File: src/rtl/pattern_sequencer.sv
// N-channel step sequencer: writable channel x step pattern RAM, IDLE/PLAY/PAUSE step engine
// and a free-running note_clk square wave for the channel FX blocks.
module pattern_sequencer #(
  parameter int NUM_CH         = 4,
  parameter int STEPS          = 16,
  parameter int NOTE_W         = 6,
  parameter int STEP_TICKS     = 6000000,
  parameter int NOTE_CLK_TICKS = 390625,
  localparam int CH_W          = (NUM_CH > 1) ? $clog2(NUM_CH) : 1,
  localparam int STEP_W        = $clog2(STEPS)
) (
  input  logic                     clk,
  input  logic                     rst_n,
  input  logic                     run,
  input  logic                     restart,
  input  logic                     wr_en,
  input  logic [CH_W-1:0]          wr_ch,
  input  logic [STEP_W-1:0]        wr_step,
  input  logic [NOTE_W-1:0]        wr_note,
  input  logic                     wr_gate,
  output logic [NUM_CH*NOTE_W-1:0] note_out,
  output logic [NUM_CH-1:0]        gate_out,
  output logic [STEP_W-1:0]        step_idx,
  output logic                     step_pulse,
  output logic                     note_clk,
  output logic                     beat_led
);

  localparam int TICK_W = $clog2(STEP_TICKS);
  localparam int NCLK_W = (NOTE_CLK_TICKS > 1) ? $clog2(NOTE_CLK_TICKS) : 1;
  localparam logic [TICK_W-1:0] LAST_TICK = TICK_W'(STEP_TICKS - 1);
  localparam logic [STEP_W-1:0] LAST_STEP = STEP_W'(STEPS - 1);
  localparam logic [NCLK_W-1:0] LAST_NCLK = NCLK_W'(NOTE_CLK_TICKS - 1);

  typedef enum logic [1:0] {IDLE, PLAY, PAUSE} state_t;

  state_t state, state_nxt;

  // Each entry is {gate, note}; kept in flops because reset must clear the whole pattern.
  logic [NOTE_W:0] ram [NUM_CH][STEPS];

  logic [TICK_W-1:0]        tick, tick_nxt;
  logic [STEP_W-1:0]        step_nxt;
  logic [NUM_CH*NOTE_W-1:0] note_nxt;
  logic [NUM_CH-1:0]        gate_nxt;
  logic                     pulse_nxt;
  logic                     beat_nxt;
  logic                     load;
  logic [STEP_W-1:0]        load_step;
  logic [NOTE_W:0]          entry;
  logic                     wr_ok;
  logic [NCLK_W-1:0]        nclk_cnt;

  assign wr_ok = wr_en && (32'(wr_ch) < NUM_CH) && (32'(wr_step) < STEPS);

  always_ff @(posedge clk or negedge rst_n) begin
    if (!rst_n) begin
      for (int c = 0; c < NUM_CH; c++) begin
        for (int s = 0; s < STEPS; s++) begin
          ram[c][s] <= '0;
        end
      end
    end else if (wr_ok) begin
      ram[wr_ch][wr_step] <= {wr_gate, wr_note};
    end
  end

  always_comb begin
    state_nxt = state;
    tick_nxt  = tick;
    step_nxt  = step_idx;
    note_nxt  = note_out;
    gate_nxt  = gate_out;
    pulse_nxt = 1'b0;
    beat_nxt  = beat_led;
    load      = 1'b0;
    load_step = step_idx;
    entry     = '0;

    if (restart) begin
      state_nxt = IDLE;
      tick_nxt  = '0;
      step_nxt  = '0;
      gate_nxt  = '0;
    end else begin
      case (state)
        IDLE: begin
          if (run) begin
            state_nxt = PLAY;
            tick_nxt  = '0;
            load      = 1'b1;
            load_step = '0;
          end
        end
        // Resuming from PAUSE counts on the same edge, so a pause of N clocks delays the step by N.
        PLAY, PAUSE: begin
          if (!run) begin
            state_nxt = PAUSE;
          end else begin
            state_nxt = PLAY;
            if (tick == LAST_TICK) begin
              tick_nxt  = '0;
              load      = 1'b1;
              load_step = (step_idx == LAST_STEP) ? '0 : step_idx + 1'b1;
            end else begin
              tick_nxt = tick + 1'b1;
            end
          end
        end
        default: state_nxt = IDLE;
      endcase
    end

    // A silent step keeps the previous note so pitch FX do not glide down to note 0.
    if (load) begin
      step_nxt  = load_step;
      pulse_nxt = 1'b1;
      beat_nxt  = ~beat_led;
      for (int k = 0; k < NUM_CH; k++) begin
        entry       = ram[k][load_step];
        gate_nxt[k] = entry[NOTE_W];
        if (entry[NOTE_W]) begin
          note_nxt[k*NOTE_W +: NOTE_W] = entry[NOTE_W-1:0];
        end
      end
    end
  end

  always_ff @(posedge clk or negedge rst_n) begin
    if (!rst_n) begin
      state      <= IDLE;
      tick       <= '0;
      step_idx   <= '0;
      note_out   <= '0;
      gate_out   <= '0;
      step_pulse <= 1'b0;
      beat_led   <= 1'b0;
    end else begin
      state      <= state_nxt;
      tick       <= tick_nxt;
      step_idx   <= step_nxt;
      note_out   <= note_nxt;
      gate_out   <= gate_nxt;
      step_pulse <= pulse_nxt;
      beat_led   <= beat_nxt;
    end
  end

  // note_clk ignores run/restart entirely so channel FX keep a steady time base.
  always_ff @(posedge clk or negedge rst_n) begin
    if (!rst_n) begin
      nclk_cnt <= '0;
      note_clk <= 1'b0;
    end else if (nclk_cnt == LAST_NCLK) begin
      nclk_cnt <= '0;
      note_clk <= ~note_clk;
    end else begin
      nclk_cnt <= nclk_cnt + 1'b1;
    end
  end

endmodule

File: config.mk
export PLATFORM = sky130hd
export DESIGN_NAME = pattern_sequencer
export DESIGN_NICKNAME = d
export VERILOG_FILES = /design/src/rtl/pattern_sequencer.sv
export SDC_FILE = /design/constraint.sdc
export NUM_CORES = 1
export LEC_CHECK = 0
export CORE_AREA = 2 2 166 250
export CTS_CLUSTER_DIAMETER = 200
export DETAILED_ROUTE_END_ITERATION = 6
export DIE_AREA = 0 0 168 252
export PLACE_DENSITY_LB_ADDON = 0.08
export SETUP_SLACK_MARGIN = 0.05
export SYNTH_ARGS = -nofsm -noshare
export SYNTH_HDL_FRONTEND = slang
export SYNTH_SLANG_ARGS = --single-unit
File: constraint.sdc
create_clock -name clk -period 5.15 [get_ports clk]
set_clock_uncertainty 0.2 [all_clocks]
set_input_delay 1.545 -clock clk [delete_from_list [all_inputs] [get_ports clk]]
set_output_delay 1.545 -clock clk [all_outputs]
set_load 0.01 [all_outputs]
* Word level (Yosys, flattened, before mapping)
Index checks and enable logic that the tools add are counted.
** Word-level totals
- Input port bits :: 18
- Logic and storage cells :: 149
- Bits in registers :: 527
- Output and inout bits :: 35
** Operators by class
- Reduce and logical (&&, ||, !) cells :: 11
- Add/subtract/negate cells :: 3
- Magnitude comparators :: 5
- Bitwise operators :: 5
- Muxes and demuxes :: 42
- Equality and inequality tests :: 7
** Operators with widths (count)
- $bwmux 448 :: 1
- $demux 112 s2 :: 1
- $bmux 7 s4 :: 4
- $mux 112 :: 1
- $mux 23 :: 4
- $mux 7 :: 9
- $pmux 23 s2 :: 1
- $mux 4 :: 8
- $demux 7 s4 :: 1
- $add 23x1->23 const B :: 1
- $eq 23x23->1 const B :: 1
- $add 19x1->19 const B :: 1
- $eq 19x19->1 const B :: 1
- $mux 19 :: 1
- $ge 5x5->1 const B :: 2
- $not 4->5 :: 2
- $pmux 4 s2 :: 1
- $reduce_and 2->1 :: 4
- $mux 2 :: 3
- $ne 3x3->1 const B :: 2
- $lt 5x1->1 const B :: 1
- $mux 1 :: 5
- $add 4x1->4 const B :: 1
- $eq 4x4->1 const B :: 1
- other kinds (14) :: 16

* Logic depth before layout (Yosys ltp)
- Word-level depth :: 11
- Mapped depth :: 16
- Depth with buffers taken out :: 11

* Worst setup path before layout
Ideal clock, no wire load.
- Path type :: input to register
- Start :: input restart
- End :: register note_out[0]
- Path slack :: 0.671 ns
- Data required time :: 4.822 ns
- Data arrival time :: 4.152 ns
- Stages on the path :: 12
- Setup time :: 0.128 ns
- Buffers on the path :: 3
- Cells stage by stage :: or2_2 > or2_2 > clkbuf_1 > or4_1 > a21oi_2 > nor2b_1 > clkbuf_1 > clkbuf_1 > a32oi_1 > o2111ai_1 > nand2_1 > mux2_1
** On the way
- Longest elaborated chain between the ends :: 6
- Elaborated cells between the ends (all ways) :: 7
- Those cells by class :: mux (5); bitwise (1); reduce/logical (1)
** RTL lines
- start: declaration :: line 15 : input logic restart,
- $mux 4 :: line 80 : if (restart) begin
- $not 4->5 (not written as such) :: line 120 : entry = ram[k][load_step];
- $bmux 7 s4 :: line 120
- $mux 7 (not written as such) (2 in a row) :: line 120
- $reduce_and 2->1 (no line)
- end signal: assignment :: line 142 : note_out <= note_nxt;
- end: declaration :: line 21 : output logic [NUM_CH*NOTE_W-1:0] note_out,
Several ways; a longest one is shown, not always the timed one. The select of a mux whose other input is x is not followed.
A chain may end at the register's enable or synchronous reset.

* Worst setup path in the final report
- Start :: input restart
- End :: register note_out[9]
The elaborated chain is that of the path after synthesis.

==> key figures <==
Setup path
  • CP Class: in2reg
  • CP endpoint kind: flip-flop
  • RR Endpoint: note_out[23]
  • Worst setup path endpoint: note_out[9]
  • R2R setup slack: between 0.8 and 0.9 ns
  • R2R depth: 11
  • CP startpoint: restart
  • Worst r2r src: tick[0]
  • WP data arrival: 4.87 ns
  • Crit path launch type: input port
  • Crit Path Max Fanout: 13
  • CP required: 5.40 ns

Drt
  • Initial drt markers: 1,369
  • Routed WL: 61,900 um
  • DRT antenna net count: 0
  • DRT Pass-1 Iters: 7
  • Vias/cell: 6.40
  • Wire per inst: 22.9 um
  • Via count: between 15k and 20k
  • # DRC: 0

Clock network
  • Count of clock tree sinks: between 500 and 600
  • Htree depth: 2
  • Hold Buf Count CTS: 0
  • Clock transition at the registers of the reported paths: 0.06 ns
  • CTS Root Cell: clkbuf_16
  • Clock Latency Late Sink: 0.59 ns
  • CTS tree: done
  • Worst-case clock buffer depth: 3
  • Cts bufs inserted: 49
  • Post-CTS resize count: 0
  • Post-CTS setup buffer count: 0

Global routing
  • Congestion Overflow GR: 0
  • Total track usage: 29.8%
  • Initial antenna violation count: 0
  • First-pass GRT wire length: 99,000 um
  • Largest net degree at the start of global routing: about 120
  • Vias in the first global route: 17.8k

STA
  • Final worst-path cycle share: between 80% and 90%
  • Slew margin rel.: between 20% and 30%
  • Max-slew violation count: 0
  • Final setup viols: 0
  • Hold Slack: 0.274 ns
  • Fmax achieved: around 0.22 GHz
  • PnR worst setup slack: 0.533 ns
  • Worst slew pin tran: 1.10 ns
  • RSZ-0062 raised after global routing: no
  • Final hold vios: 0
  • Tmin final: 4.62 ns

Floorplan
  • Rows: 90
  • Die ar.: 0.0423 mm^2
  • Initial Util: 62.7%
  • Die width: 168 um
  • Die Y: 252 um
  • Core Footprint: 0.0400 mm^2
  • I/O Pins: 53

Cells and area
  • Ant diodes: 0
  • Number of fill cells in the layout: 2,876
  • Layout cells sized above 1: 29.8%
  • Area growth from synthesis to layout: 11.6%
  • Sequential cell area: 0.0132 mm^2
  • Multi-input gate area: 0.0112 mm^2
  • Layout Nets: 2,183

Synth
  • Post-synth ARST share: between 90% and 100%
  • Post-Syn Nets: between 2k and 2.5k
  • Top_reg_cell synth: dfrtp_1
  • Mean post-synth cell area: 11.7 um^2
  • Synth Register Bits: 527
  • Syn. warnings: 0
  • Cell variety after synth: 72
  • Post-synth EDFFs: 0
  • Mapped Area: 0.0251 mm^2
  • Sequential share of the synthesized area: about 53%
  • Cells after synthesis: 2,139

Run status
  • Status: completed

Place
  • GPL Wtd Cong: 0.872
  • Place WS: -0.0423 ns
  • HPWL Detailed: 41,400 um
  • Port Buffers: 52

Run
  • Max-cap violations: 0

Pwr
  • Pwr dens: 348 mW/mm^2
  • Max rail drop VDD: 0.359 mV
  • Power after layout: between 9000 and 10,000 uW
  • Leakage power: 0.0127 uW

Hold path
  • Hold Path Class: reg2reg
-- power breakdown --
part,switching [uW],internal (uW),total [uW]
clock network,1570,2140,3710
registers,287,4640,4930
logic,498,586,1080
total,2350,7370,9730
-- routing by layer --
metal	wire length, um	track usage (%)	vias up
li1	-	-	7753
met1	25200	37.9	8952
met2	32000	53.0	474
met3	2870	3.56	131
met4	1860	9.76	0
met5	0	0	-
-- kinds of logic (layout without fill, tap and decap cells) --
kind of cell | after synthesis | in the layout | share of synthesized area, %
and+or+nand+nor | 596 | 596 | 10.9
buffers and inverters | 168 | 229 | 2.80
xor gates and xnor gates | 18 | 18 | 0.629
DFF | 527 | 527 | 52.6
adders and majority gates | 6 | 6 | 0.300
muxes | 571 | 571 | 25.4
AOI/OAI and AO/OA | 253 | 253 | 7.44
-- layout make-up --
| cell class | instances | area share, % |
|---|---|---|
| Clock buffer | 74 | 5.30 |
| Clock inverter | 18 | 0.649 |
| Inverter | 11 | 0.148 |
| Multi-Input combinational cell | 1444 | 40.0 |
| Sequential cell | 527 | 47.2 |
| Tap cell | 506 | 2.26 |
| Timing Repair Buffer | 126 | 4.41 |
-- critical path, cell delays in order --
cell and delay, ns:
clkdlybuf4s50_1 0.43, buf_4 0.16, or3b_2 0.45, a311o_1 0.33, nor3_1 0.35, a21oi_4 0.11
buf_4 0.22, mux2i_1 0.17, a221oi_1 0.39, o21ai_1 0.18, o21ai_4 0.19, mux2_4 0.34
-- stage by stage --
stage	util [%]	TNS [ns]	instances	area [um^2]
final	69.9	0	2706	28000
after global routing	69.9	0	2706	28000
after CTS	69.9	0	2706	28000
after detailed placement	65.8	-0.213	2614	26300
after global placement	65.8	0	2614	26300
after floorplan	-	0	2139	25100
-- cells in the final DEF, fill, tap and decap left out, types with 10 or more instances in the layout --
| cell | Yosys | final |
|---|---|---|
| nand2_1 | 209 | 209 |
| buf_12 | 1 | 15 |
| nand3_1 | 150 | 150 |
| a32oi_1 | 23 | 23 |
| inv_1 | 11 | 11 |
| buf_4 | 4 | 59 |
| clkinv_2 | 0 | 10 |
| and3_1 | 14 | 14 |
| o21ai_0 | 45 | 45 |
| clkdlybuf4s50_1 | 0 | 44 |
| clkbuf_8 | 0 | 12 |
| dfrtp_1 | 527 | 527 |
| mux2_2 | 455 | 455 |
| clkbuf_1 | 123 | 11 |
| nor2_1 | 135 | 133 |
| o211ai_1 | 53 | 53 |
| mux2i_1 | 98 | 98 |
| mux2_4 | 12 | 12 |
| a22oi_1 | 29 | 29 |
| nand4_1 | 10 | 10 |
| a21oi_1 | 17 | 17 |
| o2111ai_1 | 23 | 23 |
| nor3_1 | 16 | 16 |
| clkbuf_16 | 0 | 51 |
-- flip-flops by register name (all words and copies together), names as in the netlist --
signal and cells:
beat_led 1, note_out 24, gate_out 4, step_pulse 1, state 2, nclk_cnt 19, ram 448, step_idx 4
tick 23, note_clk 1
-- how the worst min path moves through the flow --
stage / from / to / slack, ns / depth (start not counted)
6_report: note_clk / note_clk / 0.27 / 1
5_1_grt: beat_led / beat_led / 0.29 / 1
4_1_cts: note_clk / note_clk / 0.28 / 1
3_5_place_dp: note_clk / note_clk / 0.26 / 1
3_3_place_gp: note_clk / note_clk / 0.26 / 1
2_1_floorplan: tick[11] / tick[11] / 0.25 / 1
-- cells in the mapped netlist, drive strengths merged, types with 14 or more instances --
cell / n / share of area, %
nor2: 135 / 2.0
and3: 14 / 0.35
a32oi: 23 / 0.80
clkbuf: 124 / 1.9
a22oi: 29 / 0.87
o2111ai: 23 / 0.80
nor3: 17 / 0.36
mux2i: 98 / 3.9
dfrtp: 527 / 53
o211ai: 54 / 1.6
nand3: 151 / 3.0
o21ai: 50 / 1.1
mux2: 473 / 21
nand2: 209 / 3.1
buf: 33 / 0.77
a21oi: 19 / 0.44
(Power assumes the default switching activity.)
